--- src/rtl/mem_bus_pkg.sv ---
// Shared definitions for the memory-bus fabric: FSM encoding, status-register
// bit positions and the default error read data.
package mem_bus_pkg;

  typedef enum logic [1:0] {
    S_IDLE   = 2'd0,
    S_ACTIVE = 2'd1,
    S_RESP   = 2'd2
  } state_t;

  localparam int ST_TIMEOUT   = 0;
  localparam int ST_DECERR    = 1;
  localparam int ST_SLAVE_LSB = 4;
  localparam int ST_COUNT_LSB = 8;

  localparam logic [31:0] DEFAULT_ERROR_RDATA = 32'hDEADBEEF;

endpackage

--- src/rtl/mem_bus_decoder.sv ---
// Combinational address decode: lowest-indexed matching slave wins, plus a
// separate flag for the two internal status-register addresses.
module mem_bus_decoder
  import mem_bus_pkg::*;
#(
  parameter int                         NUM_SLAVES  = 4,
  parameter logic [NUM_SLAVES*32-1:0]   SLAVE_BASE  = {32'h13000000, 32'h12000000,
                                                       32'h11000000, 32'h10000000},
  parameter logic [NUM_SLAVES*32-1:0]   SLAVE_MASK  = {4{32'hFF000000}},
  parameter logic [31:0]                STATUS_ADDR = 32'h1F000000
) (
  input  logic [31:0] addr,
  output logic        hit,
  output logic [3:0]  idx,
  output logic        status_hit
);

  always_comb begin
    hit = 1'b0;
    idx = 4'd0;
    // Walk downwards so the lowest matching index is the one left standing.
    for (int k = NUM_SLAVES - 1; k >= 0; k--) begin
      if ((addr & SLAVE_MASK[k*32 +: 32]) == SLAVE_BASE[k*32 +: 32]) begin
        hit = 1'b1;
        idx = 4'(k);
      end
    end
    status_hit = (addr == STATUS_ADDR) || (addr == STATUS_ADDR + 32'd4);
  end

endmodule

--- src/rtl/mem_bus_fabric.sv ---
// Single-master memory-bus interconnect with one-hot slave selects, registered
// responses, a per-transaction timeout watchdog and a sticky error register.
module mem_bus_fabric
  import mem_bus_pkg::*;
#(
  parameter int                         NUM_SLAVES     = 4,
  parameter logic [NUM_SLAVES*32-1:0]   SLAVE_BASE     = {32'h13000000, 32'h12000000,
                                                          32'h11000000, 32'h10000000},
  parameter logic [NUM_SLAVES*32-1:0]   SLAVE_MASK     = {4{32'hFF000000}},
  parameter logic [31:0]                STATUS_ADDR    = 32'h1F000000,
  parameter int                         TIMEOUT_CYCLES = 255,
  parameter logic [31:0]                ERROR_RDATA    = DEFAULT_ERROR_RDATA
) (
  input  logic                     clk,
  input  logic                     reset,
  input  logic                     mem_valid_i,
  input  logic [31:0]              mem_addr_i,
  input  logic [31:0]              mem_wdata_i,
  input  logic [3:0]               mem_wstrb_i,
  output logic                     mem_ready_o,
  output logic [31:0]              mem_rdata_o,
  output logic [NUM_SLAVES-1:0]    s_valid_o,
  output logic [31:0]              s_addr_o,
  output logic [31:0]              s_wdata_o,
  output logic [3:0]               s_wstrb_o,
  input  logic [NUM_SLAVES-1:0]    s_ready_i,
  input  logic [NUM_SLAVES*32-1:0] s_rdata_i,
  output logic                     err_irq_o
);

  localparam int CNT_W = ($clog2(TIMEOUT_CYCLES + 1) < 1) ? 1 : $clog2(TIMEOUT_CYCLES + 1);

  function automatic logic [15:0] sat_inc(input logic [15:0] v);
    return (v == 16'hFFFF) ? v : v + 16'd1;
  endfunction

  state_t             state;
  logic [CNT_W-1:0]   cnt;
  logic [3:0]         idx_q;
  logic [31:0]        rdata_q;
  logic               st_timeout;
  logic               st_decerr;
  logic [3:0]         err_slave;
  logic [15:0]        err_cnt;
  logic [31:0]        err_addr;

  logic               dec_hit;
  logic [3:0]         dec_idx;
  logic               dec_status_hit;
  logic               sel_ready;
  logic [31:0]        sel_rdata;
  logic               timeout_hit;
  logic [31:0]        status_word;

  mem_bus_decoder #(
    .NUM_SLAVES  (NUM_SLAVES),
    .SLAVE_BASE  (SLAVE_BASE),
    .SLAVE_MASK  (SLAVE_MASK),
    .STATUS_ADDR (STATUS_ADDR)
  ) u_dec (
    .addr       (mem_addr_i),
    .hit        (dec_hit),
    .idx        (dec_idx),
    .status_hit (dec_status_hit)
  );

  // Only the selected slave's ready counts, since s_valid_o is one-hot.
  assign sel_ready   = |(s_ready_i & s_valid_o);
  assign timeout_hit = (TIMEOUT_CYCLES != 0) && ((32'(cnt) + 32'd1) == 32'(TIMEOUT_CYCLES));
  assign err_irq_o   = st_timeout | st_decerr;

  always_comb begin
    sel_rdata = '0;
    for (int k = 0; k < NUM_SLAVES; k++) begin
      if (idx_q == 4'(k)) sel_rdata = s_rdata_i[k*32 +: 32];
    end
    status_word = '0;
    status_word[ST_TIMEOUT]          = st_timeout;
    status_word[ST_DECERR]           = st_decerr;
    status_word[ST_SLAVE_LSB +: 4]   = err_slave;
    status_word[ST_COUNT_LSB +: 16]  = err_cnt;
  end

  always_ff @(posedge clk) begin
    if (reset) begin
      state       <= S_IDLE;
      cnt         <= '0;
      idx_q       <= '0;
      rdata_q     <= '0;
      st_timeout  <= 1'b0;
      st_decerr   <= 1'b0;
      err_slave   <= '0;
      err_cnt     <= '0;
      err_addr    <= '0;
      mem_ready_o <= 1'b0;
      mem_rdata_o <= '0;
      s_valid_o   <= '0;
      s_addr_o    <= '0;
      s_wdata_o   <= '0;
      s_wstrb_o   <= '0;
    end else begin
      mem_ready_o <= 1'b0;
      mem_rdata_o <= '0;
      case (state)
        S_IDLE: begin
          // The master still holds valid during the ready cycle; don't re-accept it.
          if (mem_valid_i && !mem_ready_o) begin
            s_addr_o  <= mem_addr_i;
            s_wdata_o <= mem_wdata_i;
            s_wstrb_o <= mem_wstrb_i;
            if (dec_status_hit) begin
              state <= S_RESP;
              if (mem_wstrb_i != 4'b0) begin
                rdata_q <= '0;
                if (mem_addr_i == STATUS_ADDR) begin
                  if (mem_wdata_i[ST_TIMEOUT]) st_timeout <= 1'b0;
                  if (mem_wdata_i[ST_DECERR])  st_decerr  <= 1'b0;
                  if (mem_wdata_i[31])         err_cnt    <= '0;
                end
              end else begin
                rdata_q <= (mem_addr_i == STATUS_ADDR) ? status_word : err_addr;
              end
            end else if (dec_hit) begin
              s_valid_o <= NUM_SLAVES'(1) << dec_idx;
              idx_q     <= dec_idx;
              cnt       <= '0;
              state     <= S_ACTIVE;
            end else begin
              st_decerr <= 1'b1;
              err_addr  <= mem_addr_i;
              err_cnt   <= sat_inc(err_cnt);
              rdata_q   <= ERROR_RDATA;
              state     <= S_RESP;
            end
          end
        end
        S_ACTIVE: begin
          if (sel_ready) begin
            rdata_q   <= sel_rdata;
            s_valid_o <= '0;
            state     <= S_RESP;
          end else if (timeout_hit) begin
            st_timeout <= 1'b1;
            err_slave  <= idx_q;
            err_addr   <= s_addr_o;
            err_cnt    <= sat_inc(err_cnt);
            rdata_q    <= ERROR_RDATA;
            s_valid_o  <= '0;
            state      <= S_RESP;
          end else begin
            cnt <= cnt + 1'b1;
          end
        end
        S_RESP: begin
          mem_ready_o <= 1'b1;
          mem_rdata_o <= rdata_q;
          state       <= S_IDLE;
        end
        default: state <= S_IDLE;
      endcase
    end
  end

endmodule
--- config.mk ---
export PLATFORM = sky130hd
export DESIGN_NAME = mem_bus_fabric
export DESIGN_NICKNAME = d
export VERILOG_FILES = /design/src/rtl/mem_bus_pkg.sv /design/src/rtl/mem_bus_decoder.sv /design/src/rtl/mem_bus_fabric.sv
export SDC_FILE = /design/constraint.sdc
export NUM_CORES = 1
export LEC_CHECK = 0
export BUFFER_PORTS_ARGS = -buffer_cell sky130_fd_sc_hd__buf_2
export CORE_MARGIN = 2
export CORE_UTILIZATION = 55
export DETAILED_ROUTE_END_ITERATION = 8
export GPL_ROUTABILITY_DRIVEN = 0
export GPL_TIMING_DRIVEN = 0
export PLACE_DENSITY = 0.83
export REMOVE_ABC_BUFFERS = 1
export SYNTH_ARGS = -nofsm -noshare
export SYNTH_HDL_FRONTEND = slang
export SYNTH_HIERARCHICAL = 1
export SYNTH_SLANG_ARGS = --single-unit
--- constraint.sdc ---
create_clock -name clk -period 9.57 [get_ports clk]
set_input_delay 1.4355 -clock clk [delete_from_list [all_inputs] [get_ports clk]]
set_output_delay 1.4355 -clock clk [all_outputs]
set_load 0.005 [all_outputs]
==> impl_metrics.json, run 1 <==
{
  "hp-class": "flop to flop",
  "p_leak_nw": 5.02,
  "cp_max_fo": 24,
  "insertion_delay_ns": 0.51,
  "crit_required_ns": 9.99,
  "routedWlPerCell_um": 17.8,
  "total_power_mw": 2.02,
  "grt_pass1_vias": 9071,
  "yosysMostFrequentCell": "nand2_1",
  "worst_pin_slew_ns": 1.31,
  "place_inst": 1621,
  "slowest_stage": "a211oi_4",
  "cap_viol_max_count": 0,
  "synthDistinctLibCells": 55,
  "yosysSeqAreaShare_pct": 43.9,
  "port_buffers": 308,
  "fin_worst_skew_ns": 0.0210,
  "fin_util_pct": 71.2,
  "crit_path_start": "mem_addr_i[29]",
  "fmax_mhz": 213,
  "start_util_pct": 56.3,
  "cts_num_sinks": 205,
  "cts-buffers-inserted": 23,
  "syn_area_per_cell_um2": 7.99,
  "cts-htree-levels": 1,
  "cts_tree": "yes",
  "drt-total-wl_um": 29600,
  "core_area_um2": 16600,
  "finalHoldViolCount": 0,
  "route.detailed.drc": 0,
  "critical_path_arrival_ns": 5.12,
  "dpl.hpwl_um": 21100,
  "firstDrtPassIters": 8,
  "synth_area_leaders": "dfxtp_1, nand2_1, a21oi_1",
  "final_area_um2": 11800,
  "rr_endpoint": "err_cnt[9]",
  "std_cell_rows": 47,
  "grt_max_degree": 87,
  "reg2reg_slack_ns": 6.19,
  "synth_largest_area_cell": "dfxtp_1",
  "viasPerCell": 5.78,
  "p_per_area_nw_per_um2": 171,
  "area_growth_pct": 26.3,
  "max_stage_delay_ns": 0.73,
  "crit_path_cell_trace": "buf_2, or4b_1, or4_1, nor4_2, a41oi_1, a211oi_4, buf_16, buf_16, a41oi_1, a311oi_1",
  "synthCells": 1169,
  "cp-start-kind": "primary input",
  "dieWidth_um": 134,
  "synth_top_area_share_pct": 43.9,
  "r2r_start": "cnt[0]",
  "outcome": "finished clean",
  "yosys_warnings": 6,
  "syn_area_um2": 9340,
  "cts.reportedPaths.clkPinSlew_ns": 0.06,
  "postCtsSetupBuffers": 0,
  "rsz0062_at_grt": "false",
  "reg2reg_depth": 10,
  "yosys-top-cells-count": "nand2_1, dfxtp_1, a21oi_1",
  "slew_headroom_pct": 12.2,
  "clk_path_buf_depth": 3,
  "num_vias": 9613,
  "ys_seq_elements": 205,
  "hold_buffers": 0,
  "root_buffer": "clkbuf_16",
  "fin_cells": 1663,
  "whs_ns": 0.444,
  "ant_nets": 0,
  "fp.dieH_um": 134,
  "final_layout_size_suffix_gt1_share_pct": 27.3,
  "crit_end": "err_cnt[9]",
  "setup_viol": 0,
  "die_area_um2": 18000,
  "preCtsSetupSlack_ns": 4.46,
  "crit_type": "primary input to flop",
  "fin_crit_sh_pct": 49.1,
  "synth-edff-count": 0,
  "grt_overflow": 0,
  "drtIter0Drc": 654,
  "grt_pass1_wl_um": 46200,
  "ir_drop_mv": 0.161,
  "io_pins": 309,
  "synth-main-ff-cell": "dfxtp_1",
  "nets": 1632,
  "drv_slew": 0,
  "fin_ws_ns": 4.87,
  "place_area_um2": 11100,
  "setup_tns_ns": 0,
  "grtUsageTotal_pct": 31.6,
  "cp-end-kind": "flop",
  "antenna_found_initial": 1,
  "cts_resized": 0,
  "async_flop_share_pct": 0,
  "period_minus_slack_ns": 4.70
}
area by class of cell:
class | instances | area (um2)
fillers | 1305 | 4780
clock buffers | 34 | 667
clock inverters | 7 | 63.8
inverters | 5 | 18.8
well taps | 220 | 275
multi-input cells | 871 | 4880
diodes | 1 | 2.50
flip-flops and latches | 205 | 4110
repair buffers | 320 | 1790
worst min path at each step:
| stage | startpoint | to | slack [ns] | cells after the start |
|---|---|---|---|---|
| floorplan | rdata_q[25] | rdata_q[25] | 0.42 | 2 |
| global placement | rdata_q[27] | rdata_q[27] | 0.43 | 2 |
| detailed placement | rdata_q[3] | rdata_q[3] | 0.44 | 2 |
| CTS | rdata_q[3] | rdata_q[3] | 0.45 | 2 |
| global route | rdata_q[23] | mem_rdata_o[23] | 0.46 | 1 |
| finish | rdata_q[2] | rdata_q[2] | 0.44 | 2 |
per-layer routing:
layer  track usage (%)  vias up  wire length, um
li1                  -     4624                -
met1              40.4     4474            12100
met2              53.9      461            14100
met3              6.95       54             2700
met4              8.71        0              762
met5                 0        -                0
flip-flops by register name, summed over array words and instances (netlist names):
name         count
err_addr        32
mem_rdata_o     32
rdata_q         32
s_addr_o        32
s_wdata_o       32
err_cnt         16
cnt              8
err_slave        4
idx_q            4
s_valid_o        4
s_wstrb_o        4
state            2
mem_ready_o      1
st_decerr        1
st_timeout       1
cell families after synthesis:
group / count (synthesis) / synth area share (%)
other: 1 / 0.0401
AO/OA/AOI/OAI: 294 / 19.0
buffers and inverters: 94 / 4.19
flip-flops: 205 / 43.9
AND/OR/NAND/NOR: 512 / 24.8
adder cells (fa/ha/maj): 3 / 0.402
XOR/XNOR: 2 / 0.188
multiplexers: 58 / 7.43
cells in the final DEF (no fill, tap or decap), drive strengths merged, types with 34 or more instances in the layout:
cell,count
buf,320
nand3,42
and2,39
dfxtp,205
a21oi,149
a311oi,36
nor2,85
mux2i,39
o21ai,56
nand2,263
clkbuf,34
worst max-delay path: cells and delay by family:
family,cells,cell delay [ns]
simple gates,3,1.59
buf+inv,3,0.55
compound gates,4,1.52
power by group:
| group | internal [mW] | switching, mW | leakage (nW) |
|---|---|---|---|
| clock network | 0.508 | 0.345 | 0.365 |
| logic | 0.103 | 0.128 | 2.97 |
| registers | 0.902 | 0.0289 | 1.68 |
| total | 1.51 | 0.502 | 5.02 |
No activity file was read; power rests on OpenSTA's default activity.
==> inputs of run 2 (changes only) <==
--- a/config.mk
+++ b/config.mk
@@ -7,11 +7,11 @@
 export LEC_CHECK = 0
 export BUFFER_PORTS_ARGS = -buffer_cell sky130_fd_sc_hd__buf_2
 export CORE_MARGIN = 2
-export CORE_UTILIZATION = 55
+export CORE_UTILIZATION = 51
 export DETAILED_ROUTE_END_ITERATION = 8
 export GPL_ROUTABILITY_DRIVEN = 0
 export GPL_TIMING_DRIVEN = 0
-export PLACE_DENSITY = 0.83
+export PLACE_DENSITY = 0.78
 export REMOVE_ABC_BUFFERS = 1
 export SYNTH_ARGS = -nofsm -noshare
 export SYNTH_HDL_FRONTEND = slang
==> constraint.sdc (replaced) <==
create_clock -name clk -period 4.58 [get_ports clk]
set_input_delay 0.687 -clock clk [delete_from_list [all_inputs] [get_ports clk]]
set_output_delay 0.687 -clock clk [all_outputs]
set_load 0.005 [all_outputs]
==> run 2 against run 1 <==
Against the previous run: count of clock-buffer cells in the layout shrank 3; combinational power up 100%; clock power grew 120%; highest routed layer unchanged; utilization down 5.7 points; routed wire length shrank 2.8%; die area grew 7.6%; sequential power is 110% higher; cell count up 0.30%; hold slack lost 0.027 ns; register-to-register slack got worse by 5.0 ns.
==> impl_metrics.json, run 2 (synthesis gave the netlist of run 1 again) <==
{
  "outcome": "finished clean",
  "p_per_area_nw_per_um2": 361,
  "fin_crit_sh_pct": 86.9,
  "cts.reportedPaths.clkPinSlew_ns": 0.06,
  "reg2reg_slack_ns": 1.20,
  "antennaDiodeCount": 0,
  "worst_pin_slew_ns": 1.31,
  "slew_headroom_pct": 12.3,
  "clk_path_buf_depth": 3,
  "grt_pass1_wl_um": 45000,
  "critical_path_arrival_ns": 4.38,
  "cts_tree": "yes",
  "dieWidth_um": 139,
  "p_leak_nw": 4.99,
  "drtIter0Drc": 665,
  "r2r_start": "cnt[0]",
  "grt_pass1_vias": 8584,
  "fill_cells": 1587,
  "top_layer": "met4",
  "cp-start-kind": "primary input",
  "postCtsSetupBuffers": 0,
  "fin_worst_skew_ns": 0.0125,
  "die_area_um2": 19400,
  "routedWlPerCell_um": 17.3,
  "grt_overflow": 0,
  "num_vias": 9433,
  "grtUsageTotal_pct": 28.1,
  "holdPathEnd": "s_wdata_o[23]",
  "cts_resized": 0,
  "fmax_mhz": 251,
  "firstDrtPassIters": 5,
  "reg2reg_depth": 9,
  "layout_common_cells": "buf_2, nand2_1, dfxtp_1, a21oi_1, nor2_1",
  "ant_nets": 0,
  "hold_depth": 3,
  "std_cell_rows": 49,
  "port_buffers": 308,
  "final_layout_size_suffix_gt1_share_pct": 27.2,
  "regArea_um2": 4110,
  "setup_viol": 0,
  "place_inst": 1628,
  "ir_drop_mv": 0.279,
  "start_util_pct": 52.0,
  "fin_cells": 1668,
  "insertion_delay_ns": 0.51,
  "cts_num_sinks": 205,
  "rr_endpoint": "err_cnt[9]",
  "viasPerCell": 5.66,
  "rsz0062_at_grt": "false",
  "drt-total-wl_um": 28800,
  "grt_max_degree": 118,
  "hold_buffers": 0,
  "wl_met2_um": 13600,
  "fp.dieH_um": 139,
  "multi_input_comb_area_um2": 4890,
  "hp-class": "primary input to flop",
  "mostFrequentLayoutCell": "buf_2",
  "cp_max_fo": 18,
  "wl_met3_um": 2730,
  "cp-end-kind": "flop",
  "crit_required_ns": 4.98,
  "drv_slew": 0,
  "cap_viol_max_count": 0,
  "finalHoldViolCount": 0,
  "antenna_found_initial": 0,
  "core_area_um2": 18000,
  "io_pins": 309,
  "cts-htree-levels": 1,
  "area_growth_pct": 25.9,
  "root_buffer": "clkbuf_16",
  "nets": 1629,
  "cts-buffers-inserted": 22,
  "period_minus_slack_ns": 3.98,
  "route.detailed.drc": 0,
  "total_power_mw": 4.25,
  "hp-start": "mem_wdata_i[23]",
  "dpl.hpwl_um": 20300,
  "wl_met1_um": 12100,
  "crit_type": "primary input to flop"
}
run 2: routing by layer:
layer | track usage (%) | vias up
met2 | 46.8 | 423
met4 | 5.90 | 0
li1 | - | 4614
met3 | 5.92 | 37
met1 | 37.9 | 4359
met5 | 0 | -
run 2: worst max path at each step:
stage	slack (ns)	startpoint	to	cells after the start
after floorplan	-1.84	mem_addr_i[10]	err_cnt[10]	7
after global placement	-4.38	mem_addr_i[18]	err_cnt[10]	8
after detailed placement	0.13	mem_addr_i[29]	err_cnt[9]	9
after CTS	0.62	mem_addr_i[29]	err_cnt[9]	9
after global routing	0.40	mem_addr_i[29]	err_cnt[9]	9
final	0.60	mem_addr_i[29]	err_cnt[9]	9
run 2: worst max-delay path, cell delays in order:
cell and delay (ns):
buf_2 0.16, or4b_1 0.58, or4_1 0.43, nor4_2 0.59
a41oi_1 0.38, a211oi_4 0.86, buf_8 0.25, a41oi_1 0.12
a311oi_1 0.30
run 2: cell type report:
class / count / area share, %
well taps: 229 / 2.44
flip-flops and latches: 205 / 34.9
clock buffers: 31 / 5.32
multi-input cells: 871 / 41.6
repair buffers: 318 / 14.6
clock inverters: 9 / 1.04
inverters: 5 / 0.160
run 2: where the power goes:
group	leakage (nW)	internal, mW	switching, mW
Clock	0.367	1.12	0.718
Sequential	1.68	1.88	0.0589
Combinational	2.94	0.207	0.263
run 2: per-stage QoR:
step / hold WS (ns) / utilization [%] / area [um2] / worst slack (ns) / setup TNS [ns]
floorplan: 0.421 / - / 8970 / -1.84 / -68.79
global placement: 0.433 / 60.1 / 10800 / -4.38 / -229.61
detailed placement: 0.439 / 61.3 / 11000 / 0.133 / 0
CTS: 0.405 / 65.5 / 11800 / 0.623 / 0
global route: 0.411 / 65.5 / 11800 / 0.401 / 0
finish: 0.417 / 65.5 / 11800 / 0.600 / 0
==> inputs of run 3 (changes only) <==
--- a/config.mk
+++ b/config.mk
@@ -11,7 +11,7 @@
 export DETAILED_ROUTE_END_ITERATION = 8
 export GPL_ROUTABILITY_DRIVEN = 0
 export GPL_TIMING_DRIVEN = 0
-export PLACE_DENSITY = 0.78
+export PLACE_DENSITY = 0.92
 export REMOVE_ABC_BUFFERS = 1
 export SYNTH_ARGS = -nofsm -noshare
 export SYNTH_HDL_FRONTEND = slang
==> constraint.sdc (replaced) <==
create_clock -name clk -period 3.7 [get_ports clk]
set_input_delay 0.555 -clock clk [delete_from_list [all_inputs] [get_ports clk]]
set_output_delay 0.555 -clock clk [all_outputs]
set_load 0.005 [all_outputs]
==> run 3 against run 2 <==
Against the previous run: global-route usage grew 0.94 points; hold slack lost 0.14 ns; via count grew 1.9%; clock power grew 15%; die area is the same; first-iteration DRC count grew 6.9%; largest cell class unchanged.
==> impl_metrics.json, run 3 (synthesis gave the netlist of run 1 again) <==
{
  "outcome": "finished clean",
  "final_layout_size_suffix_gt1_share_pct": 27.3,
  "p_sw_mw": 1.28,
  "cts-buffers-inserted": 23,
  "hold_buffers": 0,
  "port_buffers": 308,
  "reg2reg_slack_ns": 0.43,
  "hp-class": "primary input to flop",
  "dpl.hpwl_um": 21300,
  "routedWlPerCell_um": 17.8,
  "clk_path_buf_depth": 3,
  "fp.dieH_um": 139,
  "die_area_um2": 19400,
  "cts-htree-levels": 1,
  "grt_pass1_vias": 9109,
  "grt_max_degree": 94,
  "hp-start": "mem_wdata_i[30]",
  "cp-end-kind": "flop",
  "drt-total-wl_um": 29800,
  "top_layer": "met4",
  "p_int_mw": 3.84,
  "antenna_found_initial": 1,
  "route.detailed.drc": 0,
  "firstDrtPassIters": 6,
  "fin_ws_ns": 0.206,
  "combPwrFrac_pct": 11.6,
  "grt_overflow": 0,
  "final_area_um2": 11800,
  "worst_pin_slew_ns": 1.06,
  "critical_path_arrival_ns": 3.91,
  "root_buffer": "clkbuf_16",
  "period_minus_slack_ns": 3.49,
  "rsz0062_at_grt": "false",
  "grt_pass1_wl_um": 46600,
  "start_util_pct": 52.0,
  "grtUsageTotal_pct": 29.1,
  "drv_slew": 0,
  "wl_met1_um": 12200,
  "num_vias": 9610,
  "rr_endpoint": "rdata_q[29]",
  "p_leak_nw": 5.00,
  "viasPerCell": 5.75,
  "fmax_mhz": 286,
  "holdPathEnd": "s_wdata_o[30]",
  "preCtsSetupSlack_ns": -0.595,
  "fin_crit_sh_pct": 94.4,
  "core_area_um2": 18000,
  "setup_viol": 0,
  "slew_headroom_pct": 29.1,
  "cts_tree": "yes",
  "fin_worst_skew_ns": 0.0149,
  "swShare_pct": 24.9,
  "cts_num_sinks": 205,
  "crit_required_ns": 4.12,
  "mostFrequentLayoutCell": "buf_2",
  "reg2reg_depth": 5,
  "cts.reportedPaths.clkPinSlew_ns": 0.06,
  "insertion_delay_ns": 0.51,
  "dieWidth_um": 139,
  "wl_met2_um": 14100,
  "fill_cells": 1487,
  "ir_drop_mv": 0.421,
  "drtIter0Drc": 711,
  "cap_viol_max_count": 0,
  "io_pins": 309,
  "total_power_mw": 5.12,
  "area_growth_pct": 26.1,
  "clock_power_share_pct": 41.3,
  "cp-start-kind": "primary input",
  "cp_max_fo": 23,
  "wl_met3_um": 2610,
  "r2r_start": "state[0]",
  "layout_common_cells": "buf_2, nand2_1, dfxtp_1, a21oi_1, nor2_1",
  "ant_nets": 0,
  "nets": 1633,
  "fin_util_pct": 65.6,
  "std_cell_rows": 49,
  "finalHoldViolCount": 0,
  "p_per_area_nw_per_um2": 435,
  "hold_depth": 3,
  "crit_type": "primary input to flop",
  "place_area_um2": 11000,
  "power_frac_seq_pct": 47.1
}
run 3: changes by cell type in the layout (fill, tap and decap cells not counted), sizes merged:
cell,change
buf,+3
bufinv,-3
clkbuf,+4
clkinv,-2
clkinvlp,-1
diode,+1
inv,+1
run 3: final cells by class:
cell class              count  area (um2)  area share (%)
clock inverters             4        23.8           0.202
flip-flops and latches    205        4110            34.9
clock buffers              35         671            5.69
diodes                      1        2.50          0.0212
inverters                   5        18.8           0.159
repair buffers            321        1780            15.1
multi-input cells         871        4900            41.6
well taps                 229         287            2.43
run 3: power groups by stage:
stage	clock (mW)	sequential, mW	combinational (mW)
after floorplan	0	2.44	0.268
final	2.11	2.41	0.596
after detailed placement	0	2.46	0.585
after global placement	0	2.45	0.551
after CTS	2.15	2.41	0.595
after global routing	2.24	2.42	0.662
run 3: worst max-delay path by stage:
stage / startpoint / to / slack [ns] / cells past startpoint
2_1_floorplan: mem_addr_i[10] / err_cnt[10] / -2.59 / 7
3_3_place_gp: mem_addr_i[15] / err_cnt[10] / -5.13 / 8
3_5_place_dp: mem_addr_i[29] / err_addr[4] / -0.59 / 10
4_1_cts: mem_addr_i[29] / err_cnt[13] / 0.05 / 8
5_1_grt: mem_addr_i[29] / rdata_q[24] / 0.09 / 9
6_report: mem_addr_i[29] / err_addr[4] / 0.21 / 10
run 3: per-layer routing:
layer	GRT usage, %	vias up
met5	0	-
met4	9.73	0
met3	6.09	71
met2	48.4	472
met1	37.7	4451
li1	-	4616
run 3: worst max-delay path, stage by stage:
cell and delay [ns]:
buf_2 0.13, or4b_1 0.58, or4_1 0.45, nor4_2 0.63, and2_1 0.76, a211oi_4 0.09, buf_12 0.18, buf_16 0.15
buf_8 0.16, a311oi_1 0.21
run 3: per-stage QoR:
stage | instances | TNS (ns) | hold slack [ns]
floorplan | 1081 | -104.87 | 0.421
global placement | 1618 | -315.51 | 0.433
CTS | 1670 | 0 | 0.267
detailed placement | 1629 | -24.45 | 0.440
finish | 1671 | 0 | 0.280
global route | 1671 | 0 | 0.274
run 3: what timing repair did:
item                                    4_1_cts  5_1_grt
gates cloned                                  0        0
endpoints found under the setup margin       11        6
resized for setup                             0        1
pin swaps                                     1        0
buffers inserted                              2        0
